[src/rtl/audio_pkg.sv]
// Shared constants and arithmetic helpers for the audio output path.
package audio_pkg;

    localparam int UNITY_GAIN = 8;
    localparam int VOL_SHIFT  = $clog2(UNITY_GAIN);

    // Clamp a sign-extended value into the signed range of out_bits.
    function automatic logic signed [31:0] saturate(input logic signed [31:0] x,
                                                    input int                 out_bits);
        logic signed [31:0] hi;
        logic signed [31:0] lo;
        hi = (32'sd1 <<< (out_bits - 1)) - 32'sd1;
        lo = -(32'sd1 <<< (out_bits - 1));
        if (x > hi) begin
            return hi;
        end else if (x < lo) begin
            return lo;
        end
        return x;
    endfunction

    // Two's complement to offset binary: silence maps to unsigned midscale.
    function automatic logic [31:0] offset_binary(input logic [31:0] x, input int bits);
        return x ^ (32'd1 << (bits - 1));
    endfunction

endpackage

[src/rtl/audio_pwm_dac.sv]
// Single-bit PWM DAC: free-running carrier, duty latched only at period end.
module audio_pwm_dac #(
    parameter int PWM_BITS = 8
) (
    input  logic                clk,
    input  logic                reset,
    input  logic [PWM_BITS-1:0] duty_next,
    output logic                pwm_out
);

    localparam logic [PWM_BITS-1:0] CNT_MAX  = '1;
    localparam logic [PWM_BITS-1:0] DUTY_MID = {1'b1, {(PWM_BITS-1){1'b0}}};

    logic [PWM_BITS-1:0] pwm_cnt_q;
    logic [PWM_BITS-1:0] duty_active_q;
    logic                pwm_out_q;

    always_ff @(posedge clk or posedge reset) begin
        if (reset) begin
            pwm_cnt_q     <= '0;
            duty_active_q <= DUTY_MID;
            pwm_out_q     <= 1'b0;
        end else begin
            // NOTE: non-blocking so every register samples pre-edge values of the others.
            pwm_cnt_q <= pwm_cnt_q + 1'b1;
            pwm_out_q <= (pwm_cnt_q < duty_active_q);
            if (pwm_cnt_q == CNT_MAX) begin
                duty_active_q <= duty_next;
            end
        end
    end

    assign pwm_out = pwm_out_q;

endmodule

[src/rtl/audio_mixer_pwm.sv]
// Sample-rate strobe, channel mixer with master volume and saturation, PWM DAC output.
module audio_mixer_pwm
    import audio_pkg::*;
#(
    parameter int AUD_BITS   = 12,
    parameter int NUM_CH     = 4,
    parameter int SAMPLE_DIV = 2083,
    parameter int PWM_BITS   = 8
) (
    input  logic                       clk,
    input  logic                       reset,
    input  logic [NUM_CH*AUD_BITS-1:0] ch_audio,
    input  logic [3:0]                 volume,
    output logic                       aud_valid,
    output logic [AUD_BITS-1:0]        mix_out,
    output logic                       mix_valid,
    output logic                       clip,
    output logic                       pwm_out
);

    localparam int DIV_W  = (SAMPLE_DIV > 1) ? $clog2(SAMPLE_DIV) : 1;
    localparam int SUM_W  = AUD_BITS + $clog2(NUM_CH);
    localparam int PROD_W = SUM_W + 5;
    localparam logic [DIV_W-1:0] DIV_LAST = DIV_W'(SAMPLE_DIV - 1);

    logic [DIV_W-1:0]           div_cnt_q, div_cnt_d;
    logic                       aud_valid_q;
    logic                       cap_tok_q, s1_tok_q, s3_tok_q;
    logic [NUM_CH*AUD_BITS-1:0] ch_q;
    logic signed [SUM_W-1:0]    sum_d;
    logic signed [PROD_W-1:0]   prod_q, prod_d;
    logic signed [PROD_W-1:0]   shifted;
    logic signed [31:0]         sat_val;
    logic [AUD_BITS-1:0]        mix_out_q;
    logic                       mix_valid_q, clip_q;
    logic [PWM_BITS-1:0]        duty_next;

    always_comb begin
        // NOTE: every always_comb output is assigned before any branch, so no latch can form.
        div_cnt_d = (div_cnt_q == DIV_LAST) ? '0 : div_cnt_q + 1'b1;
        sum_d     = '0;
        for (int i = 0; i < NUM_CH; i++) begin
            sum_d = sum_d + SUM_W'($signed(ch_q[i*AUD_BITS +: AUD_BITS]));
        end
        prod_d    = PROD_W'(sum_d) * PROD_W'($signed({1'b0, volume}));
        shifted   = prod_q >>> VOL_SHIFT;
        sat_val   = saturate(32'(shifted), AUD_BITS);
        duty_next = PWM_BITS'(offset_binary(32'(mix_out_q), AUD_BITS) >> (AUD_BITS - PWM_BITS));
    end

    // The channel sum is folded in front of the volume register so that
    // mix_valid lands exactly four cycles after aud_valid.
    always_ff @(posedge clk or posedge reset) begin
        if (reset) begin
            // NOTE: data registers are cleared too, so a reset never leaks a stale sample.
            div_cnt_q   <= '0;
            aud_valid_q <= 1'b0;
            cap_tok_q   <= 1'b0;
            s1_tok_q    <= 1'b0;
            s3_tok_q    <= 1'b0;
            ch_q        <= '0;
            prod_q      <= '0;
            mix_out_q   <= '0;
            mix_valid_q <= 1'b0;
            clip_q      <= 1'b0;
        end else begin
            div_cnt_q   <= div_cnt_d;
            aud_valid_q <= (div_cnt_d == DIV_LAST);
            cap_tok_q   <= aud_valid_q;
            s1_tok_q    <= cap_tok_q;
            s3_tok_q    <= s1_tok_q;
            mix_valid_q <= s3_tok_q;
            clip_q      <= 1'b0;
            if (cap_tok_q) begin
                ch_q <= ch_audio;
            end
            if (s1_tok_q) begin
                prod_q <= prod_d;
            end
            if (s3_tok_q) begin
                mix_out_q <= AUD_BITS'(sat_val);
                clip_q    <= (sat_val != 32'(shifted));
            end
        end
    end

    audio_pwm_dac #(
        .PWM_BITS (PWM_BITS)
    ) u_dac (
        .clk       (clk),
        .reset     (reset),
        .duty_next (duty_next),
        .pwm_out   (pwm_out)
    );

    assign aud_valid = aud_valid_q;
    assign mix_out   = mix_out_q;
    assign mix_valid = mix_valid_q;
    assign clip      = clip_q;

endmodule

[config.mk]
export PLATFORM = sky130hd
export DESIGN_NAME = audio_mixer_pwm
export DESIGN_NICKNAME = d
export VERILOG_FILES = /design/src/rtl/audio_pkg.sv /design/src/rtl/audio_pwm_dac.sv /design/src/rtl/audio_mixer_pwm.sv
export SDC_FILE = /design/constraint.sdc
export NUM_CORES = 1
export LEC_CHECK = 0
export ABC_CLOCK_PERIOD_IN_PS = 8800
export CAP_MARGIN = 20
export CORE_ASPECT_RATIO = 0.5
export CORE_MARGIN = 5
export CORE_UTILIZATION = 63
export DETAILED_ROUTE_END_ITERATION = 8
export PLACE_DENSITY = 0.86
export REMOVE_ABC_BUFFERS = 1
export SKIP_CTS_REPAIR_TIMING = 1
export SLEW_MARGIN = 40
export SYNTH_ARGS = -nofsm -noshare
export SYNTH_HDL_FRONTEND = slang
export SYNTH_SLANG_ARGS = --single-unit
[constraint.sdc]
create_clock -name clk -period 8.8 [get_ports clk]
set_input_delay 1.32 -clock clk [delete_from_list [all_inputs] [get_ports clk]]
set_output_delay 1.32 -clock clk [all_outputs]
set_load 0.01 [all_outputs]
==> metrics.md <==
| Metric | Value |
|---|---|
| Worst-path clk slew | 0.07 ns |
| Main synth FF type | dfrtp_1 |
| Setup CP Type | reg -> reg |
| First DRT Iteration DRCs | 319 |
| Setup violators final | 0 |
| Slew @ Worst Pin | 0.715 ns |
| Largest net degree at the start of global routing | 70 |
| Period utilization | 75.4% |
| Total wire length | 14200 um |
| Async S/R FF share, synth | 100% |
| Area grow syn2layout | 14.5% |
| Fmax | 151 MHz |
| Final hold vios | 0 |
| Vias in the first global route | 5457 |
| # port buffers | 69 |
| Syn Area/Cell | 9.98 um2 |
| Yosys reg bits | 111 |
| Setup crit end kind | register |
| Core area | 11800 um2 |
| Clock root buffer | clkbuf_16 |
| Number of synthesis warnings | 0 |
| Final #Nets | 983 |
| Netlist Area Pre-Place | 7620 um2 |
| M1 GR Usage | 29.4% |
| Pwr dens | 135 nW/um2 |
| Die width | 166 um |
| Max rail drop VDD | 0.000102 V |
| Std cell rows | 28 |
| Worst-path fanout max | 7 |
| Inst Count DP | 972 |
| Total clock sinks | 111 |
| Met2 Use GR | 37.1% |
| GP Congestion | 0.864 |
| Required @ worst endpoint | 9.01 ns |
| CTS tree | done |
| Post-route insts no fill | 988 |
| Worst min-delay path category | reg -> reg |
| GRT Resource Usage Total | 21.9% |
| Antenna diodes | 0 |
| Gr busiest metal | met2 |
| Library cells used by synthesis | 49 |
| Worst rel slew slack | 52.0% |
| Max clock buf depth | 2 |
| Cells after Synth | 764 |
| DR pass1 iterations | 4 |
| Starting density of the core | 64.4% |
| GR Overflow Total | 0 |
| DR DRC count | 0 |
| GR Layer Usage met3 | 4.51% |
| Max_cap viols | 0 |
| HPWL Detailed | 11100 um |
| Number of synthesized flops with an enable pin | 0 |
| Worst-Skew Late Latency | 0.36 ns |
| Final Max Tran Viols | 0 |
| Die Height | 87.8 um |
| RSZ-0062 raised after global routing | false |
| First-pass GRT wire length | 25500 um |
| # IOs | 70 |
| Lkg Pwr | 0.00434 uW |
| Routed vias/inst | 5.32 |
| Arrival time at the worst endpoint | 6.84 ns |
| Num CTS Buffers | 9 |
| Status | completed |
| Setup crit start kind | register |
| Filler Cell Count | 832 |
| Avg WL per Cell | 14.4 um |
| Vias | 5254 |
| Fin crit period | 6.63 ns |
| H-tree depth | 3 |
| Antenna Nets Post-Route | 0 |
| Clock skew after layout | 0.00684 ns |
| Register area share after synthesis | 36.5% |
| TNS Setup | 0 ns |
| Final core utilization | 73.7% |
| Initial antenna violation count | 0 |
| DIE AREA | 14500 um2 |
| Share of layout cells above drive strength 1 | 7.65% |
==> layout make-up <==
type / instances / area [um2] / area share (%)
clock inverters: 6 / 75.1 / 0.861
well taps: 165 / 206 / 2.37
inverters: 114 / 430 / 4.93
repair buffers: 71 / 709 / 8.13
multi-input cells: 511 / 4280 / 49.1
flip-flops and latches: 111 / 2780 / 31.9
clock buffers: 10 / 239 / 2.74
==> cell families after synthesis <==
family                     Yosys count  synth area share, %
adders and majority gates          111                 23.5
xor gates and xnor gates            41                 4.71
and+or+nand+nor                    196                 12.9
DFF                                111                 36.5
AOI/OAI and AO/OA                  131                 10.4
buffers and inverters              142                 7.34
muxes                               32                 4.71
==> flip-flops by register name, summed over array words and instances (netlist names) <==
signal / flops
ch_q: 48
prod_q: 16
div_cnt_q: 12
mix_out: 12
u_dac.duty_active_q: 8
u_dac.pwm_cnt_q: 8
aud_valid: 1
cap_tok_q: 1
clip: 1
mix_valid: 1
s1_tok_q: 1
s3_tok_q: 1
u_dac.pwm_out: 1
==> critical path, cell delays in order (launching register included) <==
cell and delay [ns]:
dfrtp_1 0.37, inv_1 0.08, fa_1 0.44, fa_1 0.52, inv_1 0.04, ha_1 0.22, fa_1 0.43, a211oi_1 0.27
o21ai_0 0.19, o311ai_0 0.45, a21oi_1 0.17, or2_2 0.33, nand2_1 0.10, inv_1 0.08, ha_1 0.32, fa_1 0.52
inv_1 0.06, fa_1 0.49, inv_1 0.04, ha_1 0.37, a21oi_1 0.17, o21ai_0 0.15, a21o_1 0.19, a21oi_1 0.17
nand3_2 0.09, xnor2_1 0.14, a21oi_1 0.08
==> layer usage <==
metal | vias up | wire length [um]
li1 | 2590 | -
met1 | 2544 | 6420
met2 | 99 | 6980
met3 | 21 | 577
met4 | 0 | 227
met5 | - | 0
==> metrics by stage <==
step	total power (uW)	setup slack [ns]	cell area, um2	hold WS [ns]
2_1_floorplan	691	2.72	7490	0.416
3_3_place_gp	747	2.38	8410	0.362
3_5_place_dp	754	2.14	8410	0.358
4_1_cts	1190	2.11	8720	0.375
5_1_grt	1240	1.67	8720	0.391
6_report	1170	2.17	8720	0.373
==> report_power, final <==
group	switching, uW	total (uW)	internal, uW
Clock	194	428	234
Combinational	126	236	110
Sequential	0	510	510
Total	320	1170	853
==> placed cells by master, fill, tap and decap left out, types with 3 or more instances in the layout <==
master	count
nor3b_1	4
nand2_1	66
nand4_1	6
fa_1	54
nand3_1	10
inv_1	113
mux2_2	31
and3_1	6
nor2_1	39
a21oi_1	38
a21o_1	14
o21ai_0	50
o21bai_1	4
dfrtp_1	109
clkdlybuf4s50_1	69
nor3_1	7
o31ai_1	3
o211ai_1	3
xnor2_1	32
clkbuf_16	9
and2_1	39
ha_1	57
nor4_1	3
xor2_1	9
nand2b_1	4
==> worst paths after layout <==
| path | start | endpoint | slack [ns] | cells past startpoint |
|---|---|---|---|---|
| worst max-delay path | ch_q[13] | prod_q[18] | 2.17 | 26 |
| worst min register to register | aud_valid | cap_tok_q | 0.37 | 0 |
| min in group asynchronous | reset | u_dac.duty_active_q[1] | 1.37 | 2 |
| worst min-delay path | aud_valid | cap_tok_q | 0.37 | 0 |
| max in group asynchronous | reset | cap_tok_q | 6.41 | 3 |
| worst max register to register | ch_q[13] | prod_q[18] | 2.17 | 26 |
==> cell usage after synthesis (all sizes together) (21+ instances only) <==
cell | count | area (um2)
a21oi | 38 | 190
and2 | 40 | 253
clkbuf | 21 | 78.8
dfrtp | 110 | 2750
fa | 54 | 1080
ha | 57 | 713
inv | 114 | 428
mux2 | 31 | 349
nand2 | 66 | 248
nor2 | 39 | 146
o21ai | 53 | 273
xnor2 | 32 | 280
No activity file was read; power rests on OpenSTA's default activity.
